`src/rtl/spi_master_param.sv`:
```
// spi_master_param: full-duplex SPI master with a configurable word width and chip-select count.
// It supports run-time CPOL/CPHA, a programmable SCLK divider and a start/busy/done handshake.
// Defining SPI_MASTER_LOOPBACK_EN adds a loopback input that feeds SPI_MOSI back into the receive path.
module spi_master_param #(
  parameter int DATA_W = 8,
  parameter int NUM_CS = 1,
  parameter int DIV_W = 8,
  localparam int CS_W = NUM_CS > 1 ? $clog2(NUM_CS) : 1
) (
  input  logic              clk,
  input  logic              rst,
  input  logic              start,
  input  logic [DATA_W-1:0] tx_data,
  input  logic [CS_W-1:0]   cs_sel,
  input  logic              cpol,
  input  logic              cpha,
  input  logic [DIV_W-1:0]  clk_div,
  output logic              busy,
  output logic              done,
  output logic [DATA_W-1:0] rx_data,
  output logic              SPI_CLK,
  output logic              SPI_MOSI,
  input  logic              SPI_MISO,
`ifdef SPI_MASTER_LOOPBACK_EN
  input  logic              loopback,
`endif
  output logic [NUM_CS-1:0] SPI_EN
);
  localparam logic [1:0] IDLE = 2'd0, LEAD = 2'd1, XFER = 2'd2, TRAIL = 2'd3;
  localparam int EW = $clog2(2 * DATA_W);
  localparam logic [EW-1:0] LAST = EW'(2 * DATA_W - 1);
  logic [1:0] state_q, state_d;
  logic [DIV_W-1:0] cnt_q, cnt_d, h_q;
  logic [EW-1:0] e_q, ei;
  logic [DATA_W-1:0] sh_q, rx_sh_q, rx_q;
  logic [CS_W-1:0] cs_q;
  logic cpha_q, sclk_q, mosi_q, done_q, accept, tick, edge_en, lead_edge, sample, shift, miso_s;
`ifdef SPI_MASTER_LOOPBACK_EN
  logic lb_q;
  assign miso_s = lb_q ? mosi_q : SPI_MISO;
  // loopback select is held for the whole transfer
  always_ff @(posedge clk or posedge rst)
    if (rst) lb_q <= 1'b0;
    else if (accept) lb_q <= loopback;
`else
  assign miso_s = SPI_MISO;
`endif
  // edge bookkeeping: ei is the index of the SCLK edge firing this cycle, even = leading
  always_comb begin
    accept = start && state_q == IDLE;
    tick = state_q != IDLE && cnt_q == '0;
    edge_en = tick && (state_q == LEAD || (state_q == XFER && e_q != LAST));
    ei = state_q == LEAD ? '0 : e_q + 1'b1;
    lead_edge = ~ei[0];
    sample = edge_en && (lead_edge != cpha_q);
    shift = edge_en && (lead_edge == cpha_q) && ei != LAST;
    state_d = accept ? LEAD : !tick ? state_q : state_q == LEAD ? XFER :
              state_q == XFER ? (e_q == LAST ? TRAIL : XFER) : IDLE;
    cnt_d = accept ? clk_div : tick ? h_q : state_q == IDLE ? cnt_q : cnt_q - 1'b1;
  end
  // FSM, half-period down-counter and edge index
  always_ff @(posedge clk or posedge rst)
    if (rst) begin
      state_q <= IDLE;
      cnt_q <= '0;
      e_q <= '0;
    end else begin
      state_q <= state_d;
      cnt_q <= cnt_d;
      if (edge_en) e_q <= ei;
    end
  // transfer configuration captured at acceptance
  always_ff @(posedge clk or posedge rst)
    if (rst) begin
      h_q <= '0;
      cs_q <= '0;
      cpha_q <= 1'b0;
    end else if (accept) begin
      h_q <= clk_div;
      cs_q <= cs_sel;
      cpha_q <= cpha;
    end
  // SCLK follows cpol while idle so LEAD starts at the latched polarity; shift/sample paths
  always_ff @(posedge clk or posedge rst)
    if (rst) begin
      sclk_q <= 1'b0;
      mosi_q <= 1'b0;
      sh_q <= '0;
      rx_sh_q <= '0;
      rx_q <= '0;
      done_q <= 1'b0;
    end else begin
      sclk_q <= state_q == IDLE ? cpol : edge_en ? ~sclk_q : sclk_q;
      mosi_q <= accept ? (cpha ? mosi_q : tx_data[DATA_W-1]) : shift ? sh_q[DATA_W-1] : mosi_q;
      sh_q <= accept ? (cpha ? tx_data : tx_data << 1) : shift ? sh_q << 1 : sh_q;
      rx_sh_q <= sample ? {rx_sh_q[DATA_W-2:0], miso_s} : rx_sh_q;
      rx_q <= tick && state_q == TRAIL ? rx_sh_q : rx_q;
      done_q <= tick && state_q == TRAIL;
    end
  assign busy = state_q != IDLE;
  assign done = done_q;
  assign rx_data = rx_q;
  assign SPI_CLK = sclk_q;
  assign SPI_MOSI = mosi_q;
  assign SPI_EN = (busy && 32'(cs_q) < NUM_CS) ? NUM_CS'(1) << cs_q : '0;
endmodule

```
`config.mk`:
```
export PLATFORM = sky130hd
export DESIGN_NAME = spi_master_param
export DESIGN_NICKNAME = d
export VERILOG_FILES = /design/src/rtl/spi_master_param.sv
export SDC_FILE = /design/constraint.sdc
export NUM_CORES = 1
export LEC_CHECK = 0
export ABC_CLOCK_PERIOD_IN_PS = 3600
export CAP_MARGIN = 0
export CORE_MARGIN = 2
export CORE_UTILIZATION = 55
export CTS_CLUSTER_SIZE = 30
export DETAILED_ROUTE_END_ITERATION = 8
export HOLD_SLACK_MARGIN = 0.05
export PLACE_DENSITY = 0.79
export SYNTH_ARGS = -nofsm -noshare
export SYNTH_HDL_FRONTEND = slang
export SYNTH_SLANG_ARGS = --single-unit
```
`constraint.sdc`:
```
create_clock -name clk -period 3.6 [get_ports clk]
set_input_delay 0.72 -clock clk [delete_from_list [all_inputs] [get_ports clk]]
set_output_delay 0.72 -clock clk [all_outputs]
set_load 0.03 [all_outputs]
```
==> flow_summary.json, run 1 <==
{
  "status": "finished clean",
  "grt_pass1_vias": 1840,
  "clock_sinks": 51,
  "rows": 25,
  "r2r-start": "state_q[0]",
  "critPathKind": "flop to output port",
  "endpoint_kind": "output port",
  "die-width_um": 73.4,
  "grt_use_total_pct": 20.6,
  "drv_cap": 0,
  "num_vias": 1942,
  "fin_ws_ps": 651,
  "h-tree-depth": 2,
  "drt_iter0_drc": 233,
  "synth_cell_type_count": 46,
  "ant_nets": 0,
  "grt_max_degree": 52,
  "drive_above_1_share_pct": 15.5,
  "critPathLaunch": "state_q[0]",
  "crit_required_ps": 2880,
  "dp_hpwl_um": 3610,
  "avgSynthCellArea_um2": 10.6,
  "min_from": "h_q[0]",
  "synth_area_leaders": "dfrtp_1 48%, mux2_2 10%, nand2_1 5.5%",
  "min_period_over_period_pct": 81.9,
  "fin_worst_skew_ps": 10.9,
  "syn_area_um2": 2650,
  "hold_violations": 0,
  "synth_top_area_share_pct": 48.1,
  "dr.pass1.iters": 4,
  "ys_seq_area_share_pct": 48.1,
  "clk_latency_ps": 310,
  "cts-buffers-inserted": 5,
  "cts_tree": "built",
  "drv_slew": 0,
  "dieArea_um2": 5390,
  "p_leak_nw": 1.43,
  "synth.net_count": 281,
  "fin_nets": 313,
  "cts_root_buf": "clkbuf_8",
  "postCtsHoldBufs": 0,
  "dp_slack_ps": 804,
  "start_util_pct": 56.5,
  "grt-ovfl-total": 0,
  "cts_setup_buffers": 0,
  "cts_max_path_buffers": 2,
  "avgRoutedWirePerCell_um": 15.3,
  "pwr_density_cell_nw_per_um2": 332,
  "die_y_um": 73.4,
  "num_io_pins": 36,
  "max_freq_mhz": 339,
  "ctsResizeCount": 0,
  "arrival_ps": 2230,
  "worstPathMaxFanout": 14,
  "post-route-util_pct": 66.8,
  "fin_tns_setup_ps": 0,
  "grt_first_pass_wirelength_um": 8550,
  "routed_wl_um": 5180,
  "synth_ff_type": "dfrtp_1",
  "critPathLaunchType": "flop",
  "finalSetupViolations": 0,
  "numPortBuffers": 35,
  "drc_errors": 0,
  "layout_min_cycle_time_ps": 2950,
  "ys_ff_latch": 51,
  "clkTransAtPathRegs_ps": 110,
  "ir_drop_mv": 0.301,
  "synth_edf_count": 0,
  "max_slew_margin_pct": 31.3,
  "timing.hold.ws_ps": 492,
  "diodes": 0,
  "vias_per_cell": 5.75,
  "synthCells": 251,
  "async_flop_share_pct": 100,
  "rsz0062_at_grt": "no",
  "yosysWarnings": 0,
  "worstMarginPinSlew_ps": 1030,
  "hold_class": "flop to flop",
  "yosysMostFrequentCell": "dfrtp_1",
  "antenna_found_initial": 0,
  "synth_top_cell_by_area": "dfrtp_1",
  "syn2layout_area_growth_pct": 18.2,
  "ys_top_cells_by_count": "51 x dfrtp_1, 39 x nand2_1, 24 x mux2_2",
  "coreArea_um2": 4690,
  "gp_congestion": 0.876
}
[sequential cells by signal, summed over array words and instances, names as in the netlist, 2 cells and up]
| name | flops |
|---|---|
| h_q | 8 |
| state_q | 2 |
| cnt_q | 8 |
| rx_sh_q | 8 |
| rx_data | 8 |
| e_q | 4 |
| sh_q | 8 |
[cells by family (layout without fill, tap and decap cells)]
| kind of cell | count (synthesis) | after routing | synth area share [%] |
|---|---|---|---|
| buffers and inverters | 23 | 56 | 3.54 |
| adder cells (fa/ha/maj) | 7 | 7 | 3.30 |
| multiplexers | 37 | 37 | 15.1 |
| flip-flops | 51 | 51 | 48.1 |
| AO/OA/AOI/OAI | 50 | 50 | 12.9 |
| AND/OR/NAND/NOR | 80 | 80 | 16.0 |
| XOR/XNOR | 3 | 3 | 0.991 |
[placed cells by master, fill, tap and decap left out, drive strengths merged, types with 2 or more instances in the layout]
cell,n
a211oi,2
a21oi,2
a31oi,2
and2,3
and3,3
buf,4
clkbuf,5
clkdlybuf4s50,35
dfrtp,51
ha,7
inv,11
mux2,25
mux2i,12
nand2,39
nand2b,2
nand3,5
nor2,10
nor3,6
nor4,3
o211ai,2
o21ai,21
o311ai,3
o31a,2
o31ai,6
o41ai,2
or3,4
xor2,2
[critical path: stages, from the launching register on]
cell and delay (ps):
dfrtp_1 420, inv_1 110, ha_1 500, inv_1 230, clkdlybuf4s50_1 650
[where the power goes]
group / internal (mW) / switching, mW
Clock: 0.144 / 0.211
Combinational: 0.0437 / 0.0391
Sequential: 0.585 / 0.0194
Total: 0.772 / 0.269
[layout make-up]
class                      instances  area, um^2
fill                             367        1560
sequential                        51        1280
multi-input combinational        177        1280
clock inverter                     3        26.3
inverter                           9        33.8
clock buffer                       5        68.8
tap                               54        67.6
timing repair buffer              39         380
[metal layers]
layer  up-vias  track usage, %  part of all wire [%]
met5         -               0                     0
met4         0            6.87                   1.6
met3         6            4.12                   4.4
met2        45            31.4                    47
met1       937            29.7                    47
li1        954               -                     -
[through the flow]
| stage | cells | cell area (um^2) | power (mW) |
|---|---|---|---|
| floorplan | 251 | 2650 | 0.656 |
| global placement | 330 | 3040 | 0.697 |
| detailed placement | 330 | 3040 | 0.698 |
| CTS | 338 | 3130 | 1.04 |
| global route | 338 | 3130 | 1.08 |
| finish | 338 | 3130 | 1.04 |
[final timing paths]
path / to / cells after the start / slack, ps
max in group asynchronous: done / 2 / 2000
max: busy / 4 / 650
min in group asynchronous: rx_data[0] / 2 / 960
min reg2reg: h_q[0] / 2 / 490
max reg2reg: rx_sh_q[7] / 6 / 780
min: h_q[0] / 2 / 490
(Power assumes the default switching activity.)
==> run 2: changes to the inputs <==
ABC_CLOCK_PERIOD_IN_PS = 3000   (was 3600)
clock period = 3 ns   (was 3.6 ns; I/O delays follow)
==> flow_summary.json, run 2 (synthesis gave the netlist of run 1 again) <==
{
  "ff2ff_setup_slack_ps": 610,
  "antenna_found_initial": 0,
  "worstPathMaxFanout": 21,
  "start_util_pct": 56.5,
  "die_y_um": 73.4,
  "postLayoutCellArea_um2": 3170,
  "rsz0062_at_grt": "no",
  "num_vias": 1965,
  "fin_tns_setup_ps": 0,
  "drive_above_1_share_pct": 16.4,
  "min_period_over_period_pct": 90.8,
  "syn2layout_area_growth_pct": 19.5,
  "dieArea_um2": 5390,
  "rows": 25,
  "grt-ovfl-total": 0,
  "layout_min_cycle_time_ps": 2720,
  "finalSetupViolations": 0,
  "crit_path_top_delay_cell": "clkdlybuf4s50_1",
  "num_io_pins": 36,
  "cts_setup_buffers": 0,
  "max_freq_mhz": 367,
  "cts_tree": "built",
  "fin_nets": 316,
  "die-width_um": 73.4,
  "crit_path_end": "busy",
  "postCtsHoldBufs": 0,
  "p_int_mw": 0.924,
  "vias_per_cell": 5.76,
  "total_power_mw": 1.23,
  "grt_pass1_vias": 1862,
  "max_slew_margin_pct": 59.9,
  "hold_violations": 0,
  "clkPwrFrac_pct": 32.9,
  "cts-buffers-inserted": 5,
  "comb_power_share_pct": 8.4,
  "power_switching_share_pct": 25.1,
  "drt_iter0_drc": 128,
  "clock_sinks": 51,
  "r2r-end": "rx_sh_q[1]",
  "endpoint_kind": "output port",
  "crit_chain": "inv_1, ha_1, buf_4, inv_1, clkdlybuf4s50_1",
  "coreArea_um2": 4690,
  "ir_drop_mv": 0.311,
  "arrival_ps": 2120,
  "p_switching_mw": 0.310,
  "drv_cap": 0,
  "drc_errors": 0,
  "grt_first_pass_wirelength_um": 8750,
  "status": "finished clean",
  "regArea_um2": 1280,
  "n_fill_cell": 377,
  "pwr_density_cell_nw_per_um2": 389,
  "final_cell_mix": "51 x dfrtp_1, 39 x nand2_1, 35 x clkdlybuf4s50_1",
  "holdPathStages": 2,
  "fin_worst_skew_ps": 6.37,
  "crit_required_ps": 2400,
  "gp_congestion": 0.931,
  "clk_latency_ps": 310,
  "numPortBuffers": 35,
  "r2r-start": "state_q[0]",
  "dr.pass1.iters": 4,
  "cp_common_cell": "inv_1",
  "cts_root_buf": "clkbuf_8",
  "critPathLaunchType": "flop",
  "grt_use_total_pct": 20.8,
  "critPathLaunch": "state_q[0]",
  "cp_slowest_stage_delay_ps": 710,
  "cts_max_path_buffers": 2,
  "avgRoutedWirePerCell_um": 14.7,
  "dp_hpwl_um": 3590,
  "ff2ff_path_depth": 6,
  "p_leak_nw": 1.45,
  "multiInputGateArea_um2": 1280,
  "worstMarginPinSlew_ps": 601,
  "drv_slew": 0,
  "fin_ws_ps": 277,
  "routed_wl_um": 5010,
  "final_common_cell": "dfrtp_1",
  "post-route-util_pct": 67.5,
  "clkTransAtPathRegs_ps": 100,
  "ctsResizeCount": 0,
  "dp_slack_ps": 511,
  "hold_class": "flop to flop",
  "place_area_um2": 3070,
  "h-tree-depth": 2,
  "grt_max_degree": 28,
  "critPathKind": "flop to output port",
  "pwr-share-seq_pct": 58.7,
  "diodes": 0,
  "ant_nets": 0
}
## run 2: cell types whose count changed in the layout (fill, tap and decap cells not counted), sizes merged
cell / change
buf: +3
inv: -2
clkinv: +1
clkinvlp: +1
## run 2: cell type report
cell class / instances / area share (%)
clock buffer: 5 / 2.17
sequential: 51 / 40.3
timing repair buffer: 42 / 13.1
tap: 54 / 2.13
multi-input combinational: 177 / 40.4
clock inverter: 3 / 0.790
inverter: 9 / 1.07
## run 2: power groups by stage
stage | clock, mW | combinational, mW | sequential, mW
after detailed placement | 0 | 0.103 | 0.738
after global routing | 0.445 | 0.116 | 0.727
after CTS | 0.417 | 0.104 | 0.724
after global placement | 0 | 0.103 | 0.737
after floorplan | 0 | 0.0547 | 0.733
final | 0.406 | 0.104 | 0.724
## run 2: worst min-delay path by stage
stage / startpoint / endpoint / slack [ps]
floorplan: h_q[0] / h_q[0] / 440
global placement: h_q[0] / h_q[0] / 450
detailed placement: h_q[0] / h_q[0] / 460
CTS: h_q[0] / h_q[0] / 480
global route: cs_q / cs_q / 510
finish: h_q[0] / h_q[0] / 480
## run 2: through the flow
step,std cells,hold slack [ps]
6_report,341,475
5_1_grt,341,512
4_1_cts,341,480
3_5_place_dp,333,457
3_3_place_gp,333,453
2_1_floorplan,251,438
## run 2: critical path: cells and delay by family (launching register included)
family | cells | cell delay [ps]
buffers and inverters | 4 | 1170
adder cells (fa/ha/maj) | 1 | 240
flip-flops | 1 | 390
## run 2: per-layer routing
layer,up-vias,global-route usage (%),wire [um]
li1,970,-,-
met1,942,30.0,2370
met2,46,32.9,2330
met3,7,3.98,250
met4,0,4.24,65
met5,-,0,0
